==> config.mk <==
export PLATFORM = sky130hd
export DESIGN_NAME = fwd_scoreboard
export DESIGN_NICKNAME = d
export VERILOG_FILES = /design/src/rtl/fwd_pkg.sv /design/src/rtl/fwd_src_match.sv /design/src/rtl/fwd_scoreboard.sv
export SDC_FILE = /design/constraint.sdc
export NUM_CORES = 1
export LEC_CHECK = 0
export CORE_MARGIN = 2
export CORE_UTILIZATION = 37
export CTS_CLUSTER_SIZE = 16
export DETAILED_ROUTE_END_ITERATION = 8
export PLACE_DENSITY = 0.85
export SYNTH_ARGS = -nofsm -noshare
export SYNTH_HDL_FRONTEND = slang
export SYNTH_SLANG_ARGS = --single-unit
==> constraint.sdc <==
create_clock -name clk -period 1.98 [get_ports clk]
set_input_delay 0.297 -clock clk [delete_from_list [all_inputs] [get_ports clk]]
set_output_delay 0.297 -clock clk [all_outputs]
set_load 0.005 [all_outputs]
==> src/rtl/fwd_pkg.sv <==
// Shared types and constants for the forwarding/hazard scoreboard.
// Holds the shadow-entry struct and a saturating-add helper for the optional statistics.
package fwd_pkg;

  localparam int REG_AW   = 5;
  localparam int SEL_RF   = 0;
  localparam int SB_LAT_W = 8;   // storage width for the latency field; top zero-extends ex_lat into it

  localparam logic [REG_AW-1:0] X0        = 5'd0;
  localparam logic [REG_AW-1:0] ECALL_REG = 5'd17;

  typedef struct packed {
    logic                v;
    logic [REG_AW-1:0]   rd;
    logic [SB_LAT_W-1:0] lat;
  } sb_entry_t;

  function automatic logic [31:0] sat_add32(input logic [31:0] a, input logic [31:0] b);
    logic [32:0] s;
    s = {1'b0, a} + {1'b0, b};
    return s[32] ? 32'hFFFF_FFFF : s[31:0];
  endfunction

endpackage

==> src/rtl/fwd_src_match.sv <==
// One EX source operand checked against every tracked entry.
// Reports whether the youngest matching producer exists, its select code, and whether it is forwardable.
module fwd_src_match
  import fwd_pkg::*;
#(
  parameter int DEPTH = 3,
  parameter int SEL_W = 2
) (
  input  logic                    src_valid,
  input  logic [REG_AW-1:0]       src_addr,
  input  sb_entry_t [DEPTH-1:0]   entries,
  output logic                    hit,
  output logic [SEL_W-1:0]        sel,
  output logic                    ready
);

  // Walk oldest to youngest so the youngest match is the last assignment and wins.
  always_comb begin
    hit   = 1'b0;
    sel   = SEL_W'(SEL_RF);
    ready = 1'b1;
    for (int k = DEPTH - 1; k >= 0; k--) begin
      if (src_valid && (src_addr != X0) && entries[k].v && (entries[k].rd == src_addr)) begin
        hit   = 1'b1;
        sel   = SEL_W'(k + 1);
        ready = (k >= int'(entries[k].lat));
      end
    end
  end

endmodule

==> src/rtl/fwd_scoreboard.sv <==
// Forwarding/hazard scoreboard: shadow pipeline of in-flight destinations after EX, per-operand
// forward selects and a load-use stall. Optional statistics counters under FWD_STATS_EN.
module fwd_scoreboard
  import fwd_pkg::*;
#(
  parameter  int NUM_SRC = 2,
  parameter  int DEPTH   = 3,
  parameter  int LAT_W   = 2,
  localparam int SEL_W   = $clog2(DEPTH + 1)
) (
  input  logic                        clk,
  input  logic                        reset,
  input  logic                        pipe_freeze,
  input  logic                        ex_valid,
  input  logic                        ex_flush,
  input  logic [REG_AW-1:0]           ex_rd,
  input  logic                        ex_reg_write,
  input  logic [LAT_W-1:0]            ex_lat,
  input  logic [NUM_SRC-1:0]          src_valid,
  input  logic [NUM_SRC*REG_AW-1:0]   src_addr,
  output logic [NUM_SRC*SEL_W-1:0]    fwd_sel,
  output logic                        stall_req,
  output logic [31:0]                 stat_fwd_cnt,
  output logic [31:0]                 stat_stall_cnt
);

  sb_entry_t [DEPTH-1:0] entries_q, entries_d;
  logic [NUM_SRC-1:0]    hit, rdy;
  logic                  push;

  for (genvar i = 0; i < NUM_SRC; i++) begin : g_src
    fwd_src_match #(
      .DEPTH (DEPTH),
      .SEL_W (SEL_W)
    ) u_match (
      .src_valid (src_valid[i]),
      .src_addr  (src_addr[i*REG_AW +: REG_AW]),
      .entries   (entries_q),
      .hit       (hit[i]),
      .sel       (fwd_sel[i*SEL_W +: SEL_W]),
      .ready     (rdy[i])
    );
  end

  assign stall_req = |(hit & ~rdy);

  // A stalled EX instruction is not accepted; a bubble goes in behind the producer instead.
  assign push = ex_valid & ex_reg_write & (ex_rd != X0) & ~ex_flush & ~stall_req;

  always_comb begin
    entries_d = entries_q;
    if (!pipe_freeze) begin
      for (int k = DEPTH - 1; k >= 1; k--)
        entries_d[k] = entries_q[k-1];
      entries_d[0] = '0;
      if (push) begin
        entries_d[0].v   = 1'b1;
        entries_d[0].rd  = ex_rd;
        entries_d[0].lat = SB_LAT_W'(ex_lat);
      end
    end
  end

  always_ff @(posedge clk or posedge reset) begin
    if (reset) entries_q <= '0;
    else       entries_q <= entries_d;
  end

`ifdef FWD_STATS_EN
  logic [31:0] fwd_cnt_q, fwd_cnt_d;
  logic [31:0] stall_cnt_q, stall_cnt_d;
  logic [31:0] n_fwd;

  // Forwards only count on cycles where EX actually advances.
  always_comb begin
    n_fwd = '0;
    for (int i = 0; i < NUM_SRC; i++)
      n_fwd = n_fwd + 32'(hit[i]);
    fwd_cnt_d   = fwd_cnt_q;
    stall_cnt_d = stall_cnt_q;
    if (!pipe_freeze) begin
      if (stall_req) stall_cnt_d = sat_add32(stall_cnt_q, 32'd1);
      else           fwd_cnt_d   = sat_add32(fwd_cnt_q, n_fwd);
    end
  end

  always_ff @(posedge clk or posedge reset) begin
    if (reset) begin
      fwd_cnt_q   <= '0;
      stall_cnt_q <= '0;
    end else begin
      fwd_cnt_q   <= fwd_cnt_d;
      stall_cnt_q <= stall_cnt_d;
    end
  end

  assign stat_fwd_cnt   = fwd_cnt_q;
  assign stat_stall_cnt = stall_cnt_q;
`else
  assign stat_fwd_cnt   = '0;
  assign stat_stall_cnt = '0;
`endif

endmodule

==> results of run 1 <==
[tightest hold or removal path: cells and delay by family]
kind	cells	cell delay, ns
buffers and inverters	3	0.73
[metal layers]
| metal | routed length, um | part of all wire, % | vias up | GRT usage, % |
|---|---|---|---|---|
| met2 | 2040 | 50 | 63 | 22.8 |
| met1 | 1780 | 44 | 704 | 18.0 |
| li1 | - | - | 696 | - |
| met5 | 0 | 0 | - | 0 |
| met3 | 208 | 5.1 | 5 | 1.78 |
| met4 | 59 | 1.4 | 0 | 4.91 |
[worst max-delay path by stage]
stage | from | to
floorplan | src_addr[4] | stall_req
global placement | src_addr[4] | stall_req
detailed placement | src_addr[4] | stall_req
CTS | entries_q[26] | stall_req
global route | entries_q[24] | stall_req
finish | src_addr[4] | stall_req
[through the flow]
step	area (um2)	hold slack [ns]	util, %	instances	power (mW)
2_1_floorplan	2180	0.312	-	267	0.767
3_5_place_dp	2330	0.495	45.8	334	0.809
4_1_cts	2420	0.366	47.7	340	1.15
6_report	2490	0.358	49.1	342	1.14
3_3_place_gp	2330	0.484	45.8	334	0.800
5_1_grt	2490	0.398	49.1	342	1.20
[cell families (layout without fill, tap and decap cells)]
kind of cell / Yosys count / after routing / synth area share, %
AO/OA/AOI/OAI: 17 / 17 / 6.52
flip-flops: 24 / 24 / 31.0
AND/OR/NAND/NOR: 46 / 46 / 12.8
buffers and inverters: 68 / 73 / 25.6
other: 1 / 64 / 0.194
multiplexers: 18 / 18 / 10.3
XOR/XNOR: 30 / 30 / 13.6
[cell type report]
class | instances | area (um2)
fillers | 481 | 2580
multi-input cells | 175 | 1190
flip-flops and latches | 24 | 603
repair buffers | 68 | 554
well taps | 70 | 87.6
clock buffers | 4 | 55.1
inverters | 1 | 3.75
[repair_timing]
| item | in CTS | in global routing |
|---|---|---|
| hold buffers | 0 | 0 |
| pin swaps | 22 | 8 |
| setup endpoints to repair | 13 | 13 |
| gates resized for setup | 52 | 14 |
| buffers inserted | 3 | 2 |
[power by group]
group / switching [mW] / leakage, nW / total (mW) / internal, mW
registers: 0.0259 / 0.326 / 0.540 / 0.514
clock network: 0.151 / 0.0288 / 0.329 / 0.178
logic: 0.133 / 0.886 / 0.275 / 0.142
total: 0.310 / 1.24 / 1.14 / 0.834
[layout by cell type, fill, tap and decap left out, types with 2 or more instances in the layout]
cell type | netlist | final
or4_1 | 3 | 2
o31ai_2 | 0 | 6
xor2_1 | 13 | 12
buf_4 | 64 | 38
nand4b_1 | 2 | 2
buf_6 | 0 | 2
a21oi_2 | 0 | 2
xnor2_1 | 17 | 17
clkdlybuf4s50_1 | 0 | 14
clkdlybuf4s15_2 | 0 | 2
dlygate4sd2_1 | 0 | 5
clkbuf_8 | 0 | 4
dfrtp_2 | 0 | 2
conb_1 | 1 | 64
o21ai_2 | 2 | 3
nand4_1 | 2 | 2
mux2_2 | 16 | 16
nand2_1 | 21 | 21
dfrtp_1 | 24 | 22
nor4_2 | 0 | 3
o21a_1 | 2 | 2
nor3_2 | 0 | 2
buf_2 | 0 | 6
nand3_1 | 4 | 3
==> impl_metrics.yaml, run 1 <==
global_route:
  grt-ovfl-total: 0
  antenna_found_initial: 0
  grt_pass1_wl_um: 6400
  grt_max_degree: 25
  grt_use_total_pct: 13.6
  grt_pass1_vias: 1366
job:
  max_cap_violations: 0
critical_path:
  crit_cells: 8
  path_cells: "dlygate4sd2_1, or4_4, o21ai_2, nand4b_1, mux2i_2, nor2_4, or2_1, buf_2"
  worst_path_max_delay_cell: "or4_4"
  r2r_start: "entries_q[22]"
  crit_buf_inv: 2
  start_kind: "input pin"
  critPathArrivalTime_ns: 2.06
  worstSetupEndpointType: "primary output"
  ff2ff_path_depth: 8
  cp_max_fo: 2
  r2r_slack_ns: 0
  path_delay_family: "simple AND/OR/NAND/NOR gates"
  setup.worst_path.class: "in2out"
  cpPeakStageDelay_ns: 0.42
  cp.required_ns: 1.68
  reg2reg_to: "entries_q[10]"
layout:
  largest_register_ff_count: 24
  top_regs: "entries_q x24"
  drive_gt1_share_pct: 34.9
  diodes: 0
  top_register: "entries_q"
  area_growth_pct: 28.7
  nets: 298
synthesis:
  netlist_area_um2: 1940
  syn_avg_cell_area_um2: 9.49
  synth_edf_count: 0
  yosys_warnings: 0
  yosysSeqAreaShare_pct: 31.0
  syn_inst: 204
  ys_seq_elements: 24
  ys.flop_type: "dfrtp_1"
  yosysTopAreaCell: "dfrtp_1"
  synth_top_area_share_pct: 31.0
  synth.most_common_cell: "buf_4"
  ys_types: 31
  ys_top_cells_by_count: "buf_4, dfrtp_1, nand2_1"
  async_flop_share_pct: 100
  ys_top_cells_by_area: "dfrtp_1, buf_4, mux2_2"
timing:
  final.min_clock_period_ns: 2.36
  fmax_mhz: 425
  maxSlewViolCount: 0
  worst_slack_ns: -0.375
  finalSetupViolCount: 7
  rsz0062_at_grt: "yes"
  finalSetupTns_ns: -0.748
  finalHoldViolations: 0
  finalCritPeriodShare_pct: 119
  fin_skew_ns: 0.00230
clock_tree:
  cts_max_path_buffers: 2
  cts_root_buf: "clkbuf_8"
  cts_buffers: 3
  htree_num_levels: 1
  cts.sinks: 24
  cts_tree: "done"
  clkSlewWorstSetupHoldPaths_ns: 0.08
  clock_latency_ns: 0.27
power:
  irDropWorstVdd_mv: 0.263
  p_leak_nw: 1.24
  p_per_area_nw_per_um2: 459
route:
  wl_per_cell_um: 12.0
  drc: 0
  via_per_inst: 4.29
  routed_wl_um: 4090
  vias: 1468
  drt_iter0_drc: 15
  antenna_left: 0
  drt_first_pass_iters: 5
die:
  die_width_um: 76.4
  placementRows: 26
  core-area_um2: 5070
  dieArea_um2: 5830
  initial_core_util_pct: 38.2
  die_h_um: 76.4
  io_pins: 94
place:
  portBuffers: 29
  dpl.hpwl_um: 3220
  gp_congestion: 0.832
  pre_cts_slack_ns: -0.964
status:
  status: "complete, but fails checks"
  violations: "negative setup slack"
worst_hold_path:
  hold_path_class: "in2async"
(Power assumes the default switching activity.)
==> run 2, diff against run 1 <==
--- a/config.mk
+++ b/config.mk
@@ -7,6 +7,7 @@
 export LEC_CHECK = 0
 export CORE_MARGIN = 2
 export CORE_UTILIZATION = 37
+export CTS_CLUSTER_DIAMETER = 50
 export CTS_CLUSTER_SIZE = 16
 export DETAILED_ROUTE_END_ITERATION = 8
 export PLACE_DENSITY = 0.85
==> results of run 2 <==
Same layout as run 1: the final DEF is identical, and so are final timing and power.
==> run 3, diff against run 2 <==
--- a/config.mk
+++ b/config.mk
@@ -14,3 +14,4 @@
 export SYNTH_ARGS = -nofsm -noshare
 export SYNTH_HDL_FRONTEND = slang
 export SYNTH_SLANG_ARGS = --single-unit
+export TNS_END_PERCENT = 20
==> run 3 against run 2 <==
  * Via count fell by 0.82%
  * Die area stayed put
  * Combinational power fell by 2%
  * The run still ends with negative setup slack left
  * Clock power about the same
  * Non-clock buffer count fell by 2
  * Highest routed layer unchanged
  * Critical path type unchanged
  * Sequential share of layout area is 0.26 points higher
  * Largest cell class unchanged
  * Sequential cell count unchanged
  * Clock-buffer cell count stayed put
  * Final cell count is 0.58% lower
  * Design area shrank 1.3%
  * Global-route usage increased by 0.23 points
==> impl_metrics.yaml, run 3 (same netlist as run 1, synthesis figures left out) <==
timing:
  finalHoldViolations: 0
  fin_skew_ns: 0.00191
  finalCritPeriodShare_pct: 120
  rsz0062_at_grt: "yes"
  maxSlewViolCount: 0
  worst_slack_ns: -0.387
  finalSetupViolCount: 5
  fmax_mhz: 422
  final.min_clock_period_ns: 2.37
clock_tree:
  cts_tree: "done"
  cts_root_buf: "clkbuf_8"
  cts_max_path_buffers: 2
  htree_num_levels: 1
  clock_latency_ns: 0.27
  cts.sinks: 24
  clkSlewWorstSetupHoldPaths_ns: 0.08
  cts_buffers: 3
global_route:
  grt_pass1_wl_um: 6470
  grt_pass1_vias: 1378
  grt_use_total_pct: 13.9
  grt_busiest_layer: "met2"
  use_met3_pct: 1.66
  met1_usage_pct: 17.9
  grt-ovfl-total: 0
  grt_max_degree: 25
  use_met2_pct: 23.9
  antenna_found_initial: 0
critical_path:
  cpPeakStageDelay_ns: 0.51
  cp.required_ns: 1.68
  critPathArrivalTime_ns: 2.07
  worstSetupEndpointType: "primary output"
  path_delay_family: "simple AND/OR/NAND/NOR gates"
  worst_path_max_delay_cell: "or4_4"
  start_kind: "input pin"
  setup.worst_path.class: "in2out"
  cp_max_fo: 2
  path_cells: "clkdlybuf4s15_1, or4_4, o21ai_2, nand4b_1, mux2i_2, nor2_4, or2_1, buf_2"
  crit_buf_inv: 2
layout:
  drive_gt1_share_pct: 32.2
  area_growth_pct: 27.1
  top_regs: "entries_q x24"
  diodes: 0
  largest_register_ff_count: 24
  layout_common_cells: "conb_1, buf_4, dfrtp_1"
  nets: 296
  layout.cells.non_filler: 340
  top_register: "entries_q"
  final_common_cell: "conb_1"
die:
  core-area_um2: 5070
  die_h_um: 76.4
  placementRows: 26
  initial_core_util_pct: 38.2
  io_pins: 94
  dieArea_um2: 5830
  die_width_um: 76.4
place:
  dpl.hpwl_um: 3220
  portBuffers: 29
  gp_congestion: 0.832
  dp.cells: 334
route:
  antenna_left: 0
  drc: 0
  routed_wl_um: 4040
  wl_per_cell_um: 11.9
  drt_iter0_drc: 18
  vias: 1456
  drt_first_pass_iters: 4
  via_per_inst: 4.28
status:
  violations: "negative setup slack"
  status: "complete, but fails checks"
worst_hold_path:
  hold_path_class: "in2async"
power:
  p_leak_nw: 1.23
  p_per_area_nw_per_um2: 463
  p_total_mw: 1.14
  irDropWorstVdd_mv: 0.263
job:
  max_cap_violations: 0
==> run 3: routing by layer <==
layer	up-vias	wire length, um
met5	-	0
met4	0	59
met3	5	223
met2	65	2010
met1	690	1740
li1	696	-
==> run 3: worst paths after layout <==
path	startpoint	endpoint	slack (ns)	cells past startpoint
max in group asynchronous	reset	entries_q[26]	1.38	3
min in group clk	entries_q[29]	entries_q[29]	0.51	1
setup reg to reg	entries_q[25]	entries_q[12]	0.02	8
hold / removal	reset	entries_q[40]	0.36	3
hold reg to reg	entries_q[29]	entries_q[29]	0.51	1
setup / recovery	src_addr[0]	stall_req	-0.39	8
==> run 3: what timing repair did <==
action / 4_1_cts / 5_1_grt
gates resized for setup: 51 / 7
hold buffers: 0 / 0
buffers inserted: 2 / 0
pin swaps: 23 / 8
endpoints found under the setup margin: 13 / 13
==> run 3: area by class of cell <==
class	count	area, um2
flip-flops and latches	24	602
well taps	70	87.6
repair buffers	66	544
multi-input cells	175	1170
inverters	1	3.75
clock buffers	4	55.1
fillers	481	2610
==> run 3: through the flow <==
stage	setup TNS, ns	setup WS, ns	instance area [um2]	util [%]	hold slack, ns
after floorplan	-0.0983	-0.0983	2180	-	0.312
after global placement	-6.91	-0.927	2330	45.8	0.484
after detailed placement	-7.40	-0.964	2330	45.8	0.495
after CTS	-0.969	-0.429	2440	48.1	0.366
after global routing	-2.03	-0.498	2460	48.5	0.401
final	-0.744	-0.387	2460	48.5	0.358
==> run 3: worst reg2reg max path: stages (launching register included) <==
cell	delay (ns)
dfrtp_1	0.44
xor2_1	0.17
nor4_2	0.29
nand4b_1	0.19
mux2i_2	0.30
nor2_4	0.04
buf_4	0.13
buf_6	0.13
o31ai_2	0.18
==> run 3: power by group <==
group          leakage, nW  switching [mW]  internal (mW)
Clock               0.0288           0.152          0.178
Sequential           0.327          0.0263          0.514
Combinational        0.871           0.130          0.139
Total                 1.23           0.308          0.831
